$ cat src/rtl/parity_frame_tx.sv
// parity_frame_tx: takes one DATA_W-bit word over a valid/ready handshake and
// sends it on a single serial line as start(0), data LSB-first, parity, stop(1).
// Every serial bit is held for CLKS_PER_BIT clocks. The parity bit is the XOR
// of the data, inverted when ODD=1.
//
// Ports:
//   clk       system clock, rising edge
//   rst_n     synchronous active-low reset
//   in_valid  upstream offers in_data
//   in_ready  high only while idle; a word is taken when in_valid && in_ready
//   in_data   word to send, captured when it is accepted
//   tx_out    serial line, idles high
//   busy      high for the whole frame
//   done      one-cycle pulse in the first idle cycle after the stop bit
module parity_frame_tx #(
   parameter int DATA_W       = 8,
   parameter int CLKS_PER_BIT = 4,
   parameter bit ODD          = 1'b0
) (
   input  logic              clk,
   input  logic              rst_n,
   input  logic              in_valid,
   output logic              in_ready,
   input  logic [DATA_W-1:0] in_data,
   output logic              tx_out,
   output logic              busy,
   output logic              done
);

   // Counter widths stay at least 1 bit wide so that CLKS_PER_BIT=1 and
   // DATA_W=1 need no special cases.
   localparam int CW = (CLKS_PER_BIT > 1) ? $clog2(CLKS_PER_BIT) : 1;
   localparam int IW = (DATA_W > 1) ? $clog2(DATA_W) : 1;
   localparam logic [CW-1:0] CNT_LAST = CW'(CLKS_PER_BIT - 1);
   localparam logic [IW-1:0] IDX_LAST = IW'(DATA_W - 1);

   typedef enum logic [2:0] {
      S_IDLE,
      S_START,
      S_DATA,
      S_PARITY,
      S_STOP
   } state_t;

   state_t            state_q, state_d;
   logic [CW-1:0]     cnt_q, cnt_d;
   logic [IW-1:0]     idx_q, idx_d;
   logic [DATA_W-1:0] shift_q, shift_d;
   logic              par_q, par_d;
   logic              tx_q, tx_d;
   logic              busy_q, busy_d;
   logic              done_q, done_d;
   logic              rdy_q, rdy_d;
   logic              bit_end;

   always_ff @(posedge clk) begin
      if (!rst_n) begin
         state_q <= S_IDLE;
         cnt_q   <= '0;
         idx_q   <= '0;
         shift_q <= '0;
         par_q   <= 1'b0;
         tx_q    <= 1'b1;
         busy_q  <= 1'b0;
         done_q  <= 1'b0;
         rdy_q   <= 1'b1;
      end else begin
         state_q <= state_d;
         cnt_q   <= cnt_d;
         idx_q   <= idx_d;
         shift_q <= shift_d;
         par_q   <= par_d;
         tx_q    <= tx_d;
         busy_q  <= busy_d;
         done_q  <= done_d;
         rdy_q   <= rdy_d;
      end
   end

   always_comb begin
      state_d = state_q;
      cnt_d   = cnt_q;
      idx_d   = idx_q;
      shift_d = shift_q;
      par_d   = par_q;
      done_d  = 1'b0;
      bit_end = (cnt_q == CNT_LAST);

      case (state_q)
         S_IDLE: begin
            if (in_valid) begin
               shift_d = in_data;
               par_d   = (^in_data) ^ ODD;
               cnt_d   = '0;
               idx_d   = '0;
               state_d = S_START;
            end
         end
         S_START: begin
            cnt_d = bit_end ? '0 : cnt_q + CW'(1);
            if (bit_end) state_d = S_DATA;
         end
         S_DATA: begin
            cnt_d = bit_end ? '0 : cnt_q + CW'(1);
            if (bit_end) begin
               // The line always shows shift_q[0]; shift once per finished bit.
               shift_d = shift_q >> 1;
               if (idx_q == IDX_LAST) begin
                  idx_d   = '0;
                  state_d = S_PARITY;
               end else begin
                  idx_d = idx_q + IW'(1);
               end
            end
         end
         S_PARITY: begin
            cnt_d = bit_end ? '0 : cnt_q + CW'(1);
            if (bit_end) state_d = S_STOP;
         end
         S_STOP: begin
            cnt_d = bit_end ? '0 : cnt_q + CW'(1);
            if (bit_end) begin
               state_d = S_IDLE;
               done_d  = 1'b1;
            end
         end
         default: state_d = S_IDLE;
      endcase

      // Outputs are registered, so they are decoded from the next state.
      case (state_d)
         S_START:  tx_d = 1'b0;
         S_DATA:   tx_d = shift_d[0];
         S_PARITY: tx_d = par_d;
         default:  tx_d = 1'b1;
      endcase
      busy_d = (state_d != S_IDLE);
      rdy_d  = (state_d == S_IDLE);
   end

   assign tx_out   = tx_q;
   assign busy     = busy_q;
   assign done     = done_q;
   assign in_ready = rdy_q;

endmodule

$ cat config.mk
export PLATFORM = sky130hd
export DESIGN_NAME = parity_frame_tx
export DESIGN_NICKNAME = d
export VERILOG_FILES = /design/src/rtl/parity_frame_tx.sv
export SDC_FILE = /design/constraint.sdc
export NUM_CORES = 1
export LEC_CHECK = 0
export CORE_MARGIN = 10
export CORE_UTILIZATION = 55
export CTS_CLUSTER_DIAMETER = 40
export DETAILED_ROUTE_END_ITERATION = 8
export PLACE_DENSITY = 0.81
export SYNTH_ARGS = -nofsm -noshare
export SYNTH_HDL_FRONTEND = slang
export SYNTH_SLANG_ARGS = --single-unit
$ cat constraint.sdc
create_clock -name clk -period 3.5 [get_ports clk]
set_clock_uncertainty 0.2 [all_clocks]
set_input_delay 1.05 -clock clk [delete_from_list [all_inputs] [get_ports clk]]
set_output_delay 1.05 -clock clk [all_outputs]
set_load 0.01 [all_outputs]
==> flow_results.org, run 1 <==
** Setup path
- On the critical path, the stage with the largest delay is an instance of clkdlybuf4s50_1.
- For this run, the slowest stage of the critical path takes 510 ps.
- Critical path class :: input port to flip-flop
- Critical path cell sequence :: clkdlybuf4s50_1, nor4b_2, nor2_2, a2111o_1, a21o_1
- Data arrival at the endpoint of the critical path :: 2610 ps
- Endpoint type of the worst setup path :: flip-flop
- Of all nets on the critical path, the largest fanout is 13.
- The worst setup path is launched from an input port.
- Required time at the endpoint of the critical path :: around 3500 ps

** Power and ir drop
- The clock network accounts for 27.0% of the total power.
- Internal power comes to 0.333 mW.
- For this design the ratio of total power to cell area is 388 mW/mm2.
- Combinational logic burns between 10% and 20% of the power.
- Leakage power total :: between 0.4 and 0.5 nW
- NetSw :: between 0.1 and 0.15 mW
- Worst ir drop on vdd :: between 0.2 and 0.25 mV
- Sequential group share of total power :: 57.6%
- Overall power after layout :: 0.447 mW
- Switching share of power :: 25.4%

** Global route
- Maximum number of pins on one net before global-route repair :: 18
- Initial antenna violation count :: 0
- Global-route wire length before repair :: 3.27 mm
- Vias in the first global route :: ~800
- Total global routing track utilization :: about a tenth
- Global routing finished with a remaining overflow of 0.

** Flow run
- Max-cap violations in this run came to 0.

** Timing
- Actual slew at the worst max-slew pin :: about 460 ps
- Minimum hold slack :: 263 ps
- Setup repair after global routing left no endpoint under its margin.
- Setup violations, final :: 0
- Crit path time final :: 2590 ps
- Summed over all failing endpoints, the final setup total negative slack is 0 ps.
- Slew Limit Fails :: 0
- Measured against its own limit, the worst slew margin works out to between 60% and 70%.
- In the finished design, the share of the clock period the worst path needs comes to 74.1%.
- Maximum clock frequency :: slightly below 0.4 GHz
- The hold violation count in the final report came to 0.

** Synthesis
- Commonest cells post-synth :: dfxtp_1 (21), a21oi_1 (12), nand2_1 (11)
- In the post-synthesis netlist, the cell with the most instances is dfxtp_1.
- Counting every instance in the synthesized netlist gives 109.
- Share of Yosys cell area claimed by the top area cell type :: 42.7%
- The number of nets handed over by synthesis was approximately 120.
- Post-synthesis instance area :: about 980 um2
- EDFF count, synth :: 0
- Warnings, synthesis :: 0
- Largest area contributor in the synthesized netlist :: dfxtp_1
- The average instance in the mapped netlist occupies around 9 um2.
- Synth unique cells :: 39
- In the synthesized netlist the async set-or-reset flop fraction comes to 0%.
- Most frequently used flop master after synthesis :: dfxtp_1
- After synthesis the netlist holds a flip-flop and latch count of 21.
- Cell types occupying the most area after synthesis :: dfxtp_1 (43%), xnor2_1 (6.2%), a21oi_1 (6.1%)
- Seq/Total Area, Yosys :: a little over two fifths

** Routing
- For this run, design rule violations remaining after detail routing come to 0.
- Signal routing reaches up to met4.
- For this run, the detailed router's first-pass iteration total came to 4.
- The count of nets left with antenna violations once routing finished came out at 0.
- For this block, wires on met1 add up to 871 um.
- After detailed routing, the total wire length is between 1.5 and 2 mm.
- Using the TritonRoute via totals, the vias-per-cell ratio works out to about 5.5.
- Detailed-routed wire length on met2 :: between 800 and 900 um
- DRC marker count from the first detailed-route iteration :: 14
- The routed layout has ~800 vias.
- Total length of routed met3 wires :: about 90 um
- WL per Instance :: ~13 um

** Clocking
- Total of cells resized after clock tree synthesis :: 0
- Number of clock buffers inserted by TritonCTS :: 3
- Latest clock arrival within the worst-skew pair :: 310 ps
- The clock passes through at most 2 buffers.
- Clock tree from TritonCTS :: yes
- After clock tree synthesis, the flow added hold-fix buffers numbering 0.
- CTS clk-pin slew, worst paths :: 120 ps
- Clk root buf :: clkbuf_4
- Post-CTS Setup Repair Bufs :: 0
- Number of clock sinks :: 21
- Clock H-tree levels :: 1

** Floorplanning
- The die is roughly 62 um wide.
- 15 I/O pins were placed.
- After floorplanning, the core was sized to cover ~0.0017 mm2.
- Die Area :: around 0.0039 mm2
- Row count :: 15
- Once the floorplan was initialized, standard cells occupied between 50 and 60% of the core.
- Measured along the y axis, the die boundary spans a little over 60 um.

** Cells and area
- The area growth from synthesis to layout is 16.9%.
- Fraction of layout instances using a drive strength above 1 :: slightly below 5%
- Layout net count :: 136
- Final Instance Count excl. Fillers :: around 150
- Antenna Diode Count :: 0

** Worst hold path
- The tightest min-delay check is of the flip-flop to flip-flop type.

** Placement
- After detailed placement, the design holds a cell count of ~140.
- Port bufs :: 14
- Summed over all nets, the half-perimeter wirelength after detailed placement is 1.43 mm.
- Weighted congestion reported at the end of routability-driven placement :: approximately 0.76

** Status
- Status :: finished, final reports clean
routing by layer:
layer / global-route usage (%) / up-vias
met5: 0 / -
met4: 4.19 / 0
met3: 3.58 / 5
met2: 16.4 / 17
met1: 10.9 / 362
li1: - / 415
path summary, 6_finish.rpt:
kind | start | endpoint | slack [ps] | cells past startpoint
setup / recovery | in_valid | tx_out | 910 | 5
hold / removal | shift_q[5] | shift_q[5] | 260 | 2
setup reg to reg | cnt_q[0] | tx_out | 1270 | 5
hold reg to reg | shift_q[5] | shift_q[5] | 260 | 2
sequential cells by signal, indices dropped and copies added, names as in the netlist:
| name | flops |
|---|---|
| idx_q | 3 |
| par_q | 1 |
| done | 1 |
| state_q | 3 |
| shift_q | 8 |
| in_ready | 1 |
| cnt_q | 2 |
| busy | 1 |
| tx_out | 1 |
per-stage QoR:
step	cell area [um2]	util (%)	worst slack, ps
after floorplan	985	-	1240
after global placement	1120	65.9	607
after detailed placement	1120	65.9	566
after CTS	1150	67.4	891
after global routing	1150	67.4	807
final	1150	67.4	908
cells in the final DEF, fill, tap and decap left out, types with 2 or more instances in the layout:
| cell type | instances |
|---|---|
| a22oi_1 | 7 |
| dfxtp_1 | 21 |
| o21ai_1 | 2 |
| nor4b_1 | 2 |
| xnor2_1 | 7 |
| a21oi_1 | 12 |
| clkdlybuf4s50_1 | 14 |
| clkbuf_4 | 3 |
| nor2_1 | 8 |
| nand2_1 | 11 |
| ha_1 | 3 |
| inv_1 | 2 |
| nor2b_1 | 2 |
power groups by stage:
stage	clock, mW	sequential [mW]	combinational (mW)
global route	0.135	0.259	0.0764
CTS	0.120	0.258	0.0696
finish	0.121	0.258	0.0687
global placement	0	0.263	0.0679
detailed placement	0	0.263	0.0695
floorplan	0	0.261	0.0452
worst max-delay path: cells and delay by family:
kind,cells,cell delay [ps]
buf+inv,1,510
simple gates,2,450
compound gates,2,600
layout make-up:
cell class	instances	area, um2
clock buffer	4	26.3
multi-input combinational	78	514
timing repair buffer	15	148
inverter	3	11.3
sequential	21	420
fill	144	557
tap	25	31.3
cell families after synthesis:
group / Yosys count / synth area share, %
AOI/OAI and AO/OA: 32 / 21.2
DFF: 21 / 42.7
xor gates and xnor gates: 8 / 7.12
adders and majority gates: 3 / 3.81
and+or+nand+nor: 35 / 20.1
buffers and inverters: 10 / 5.08
Power figures use the tool's default switching activity.
==> run 2, diff against run 1 <==
- CORE_UTILIZATION: 55 -> 46
- PLACE_DENSITY: 0.81 -> 0.72
- clock period: 3.5 -> 2.15 ns (I/O delays scaled with it)
==> run 2 against run 1 <==
Effect of this change:
- sequential share of layout area down 2.3 points
- combinational power up 86%
- sequential cell count unchanged
- global-route usage up 0.29 points
- die area up 13%
- sequential power up 62%
- non-clock buffer count up 10
- critical endpoint unchanged
- highest routed layer unchanged
==> flow_results.org, run 2 (synthesis results as in run 1) <==
** Status
- Status: finished, final reports clean (unchanged).

** Timing
- Counting I/O delays and the setup requirement, the final critical path takes ~2100 ps.
- Actual slew at the worst max-slew pin :: 381 ps (was 461 ps)
- Worst relative slew slack :: 74.6% (was 69.1%)
- Slew Limit Fails :: 0 (unchanged)
- The sum of negative setup slack came to 0 ps (unchanged).
- Unrepaired setup endpoints after global routing :: false (unchanged)
- The final-layout worst hold slack came to 264 ps (was 263 ps).
- Static timing analysis puts the maximum clock frequency at around 0.48 GHz.
- Hold violation count in the final report :: 0 (unchanged)
- The smallest setup slack after layout is 49.2 ps (was 908 ps).
- Portion of the clock cycle consumed by the worst path in the final layout :: about 98%
- The setup violation total in the final timing report came to 0 (unchanged).

** Worst hold path
- Hold Path Class :: flip-flop to flip-flop (unchanged)
- Worst min-delay path endpoint :: shift_q[1] (was shift_q[5])
- Startpoint of the tightest hold check path :: shift_q[1] (was shift_q[5])
- Worst Hold Path Cells :: 2 (unchanged)

** Power and ir drop
- Worst ir drop on vdd :: 0.502 mV (was 0.235 mV)
- The cell leakage power is 0.480 nW (was 0.430 nW).
- The switching share of power was 25.5% (was 25.4%).
- The fraction of power consumed by combinational cells was 17.3% (was 15.4%).
- Internal power consumption :: 0.553 mW (was 0.333 mW)
- Clock Power Share :: 26.5% (was 27.0%)
- Overall power after layout :: 0.742 mW (was 0.447 mW)
- Power density cells :: 604 mW/mm2 (was 388 mW/mm2)
- NetSw :: 0.189 mW (was 0.114 mW)
- Sequential group share of total power :: 56.2% (was 57.6%)

** Routing
- The detailed router's first-iteration violation count was 39 (was 14).
- DRC :: 0 (unchanged)
- The number of detailed-route iterations in the first pass is 4 (unchanged).
- The final routed wirelength across all metal layers was 2.05 mm (was 1.88 mm).
- The routed length per placed instance is 13.0 um (was 12.8 um).
- The remaining antenna violation count after routing came to 0 (unchanged).
- Via count of the routed design :: 856 (was 799)
- The via-per-instance ratio was 5.42 (was 5.47).

** Setup path
- Endpoint type of the worst setup path :: flip-flop (unchanged)
- The worst path buffer plus inverter count was 1 (unchanged).
- Worst reg-to-reg setup slack :: 120 ps (was 1270 ps)
- Critical path class :: input port to flip-flop (unchanged)
- Worst r2r path cells :: 6 (was 5)
- The critical path data arrival time is 2120 ps (was 2610 ps).
- The maximum fanout along the worst path came to 4 (was 13).
- The worst-path cell with the longest stage delay is clkdlybuf4s50_1 (unchanged).
- Required time at the endpoint of the critical path :: 2170 ps (was 3520 ps)
- Category of the worst setup path launch point :: input port (unchanged)
- Peak per-stage delay on the critical path :: 500 ps (was 510 ps)
- Reg-to-reg critical path startpoint :: idx_q[0] (was cnt_q[0])
- Critical path cell sequence :: clkdlybuf4s50_1, nor4b_2, nor2_2, a2111o_1, a21o_1 (unchanged)
- The reg-to-reg endpoint is tx_out (unchanged).
- CP top delay family :: compound AO/OA/AOI/OAI gates (unchanged)

** Clocking
- CTS clk-pin slew, worst paths :: 120 ps (about the same)
- Latest clock arrival within the worst-skew pair :: 310 ps (about the same)
- The number of cells upsized or downsized after cts was 0 (unchanged).
- Number of clock sinks :: 21 (unchanged)
- Clock H-tree levels :: 1 (unchanged)
- The CTS tree was yes (unchanged).
- Cts hold-fix bufs :: 0 (unchanged)
- The CTS buffer count was 3 (unchanged).
- Post-CTS Setup Repair Bufs :: 0 (unchanged)
- Clock tree buffer depth :: 2 (unchanged)
- The root buffer selected by CTS is clkbuf_4 (unchanged).

** Floorplanning
- The area of the core is 0.00200 mm2 (was 0.00171 mm2).
- Starting Density :: 49.2% (was 57.7%)
- Width of the chip :: 66.3 um (was 62.3 um)
- The area of the die is 0.00439 mm2 (was 0.00388 mm2).
- The vertical die dimension was 66.3 um (was 62.3 um).
- The number of top-level pins came to 15 (unchanged).
- Row count :: 16 (was 15)

** Cells and area
- Leading cell types in the layout, fill and taps excluded: dfxtp_1 (21), clkdlybuf4s50_1 (14), a21oi_1 (12) (unchanged).
- Top reg by flops :: shift_q (unchanged)
- The most common cell after layout, fill and taps aside was dfxtp_1 (unchanged).
- Area Overhead vs Synth :: 24.8% (was 16.9%)
- The flip-flop count of the largest register, all copies and words added came to 8 (unchanged).
- Layout net count :: 146 (was 136)
- Antenna Diode Count :: 0 (unchanged)
- Fraction of layout instances using a drive strength above 1 :: 12.2% (was 4.96%)
- Largest registers in the final layout :: shift_q x8, idx_q x3, state_q x3 (unchanged)
- The number of fill cells in the layout was 196 (was 144).
- Utilization of the core after routing :: 61.4% (was 67.4%)

** Global route
- The global-route wire length before repair is 3.57 mm (was 3.27 mm).
- Maximum number of pins on one net before global-route repair :: 13 (was 18)
- The busiest layer in global routing was met2 (unchanged).
- Met2 routing resource usage after global routing :: 18.1% (was 16.4%)
- Met3 Use GR :: 4.41% (was 3.58%)
- GR Overflow Total :: 0 (unchanged)
- Initial antenna violation count :: 0 (unchanged)
- The number of global-route vias before repair is 890 (was 784).
- The met1 track demand over resource in global routing was 10.3% (was 10.9%).
- Total global routing track utilization :: 10.1% (was 9.82%)

** Placement
- Detailed placement HPWL :: 1.60 mm (was 1.43 mm)
- Weighted congestion reported at the end of routability-driven placement :: 0.739 (was 0.765)
- Port bufs :: 14 (unchanged)
- The worst setup timing slack at the placement stage was -287 ps (was 566 ps).

** Flow run
- The max capacitance violation total is 0 (unchanged).
run 2: cell type report:
class                           count  area, um2  share of cell area (%)
Clock buffer                        4       26.3                    2.14
Inverter                            3       11.3                   0.916
Tap cell                           27       33.8                    2.75
Timing Repair Buffer               25        223                    18.1
Sequential cell                    21        420                    34.2
Multi-Input combinational cell     78        514                    41.9
run 2: metrics by stage:
stage	instances	area, um2
2_1_floorplan	109	985
5_1_grt	158	1230
4_1_cts	158	1230
6_report	158	1230
3_5_place_dp	154	1200
3_3_place_gp	154	1200
run 2: worst max-delay path by stage:
stage / startpoint / endpoint / depth (start not counted)
3_5_place_dp: in_valid / tx_out / 5
3_3_place_gp: in_valid / tx_out / 5
4_1_cts: in_valid / tx_out / 5
6_report: in_valid / tx_out / 5
5_1_grt: in_valid / tx_out / 5
2_1_floorplan: idx_q[0] / tx_out / 6
run 2: per-layer routing:
metal / routed length, um / vias to the layer above
met1: 908 / 396
met4: 22 / 0
met2: 1000 / 19
met5: 0 / -
li1: - / 439
met3: 121 / 2
run 2: worst min-delay path, stage by stage (launching register included):
cell and delay (ps):
dfxtp_1 330, nand2_1 50, a21oi_1 50
run 2: power groups by stage:
stage                     Combinational [mW]  Sequential, mW  Clock, mW
after floorplan                       0.0735           0.426          0
after global placement                 0.127           0.425          0
after detailed placement               0.130           0.426          0
after CTS                              0.130           0.417      0.207
after global routing                   0.142           0.419      0.220
final                                  0.128           0.417      0.196
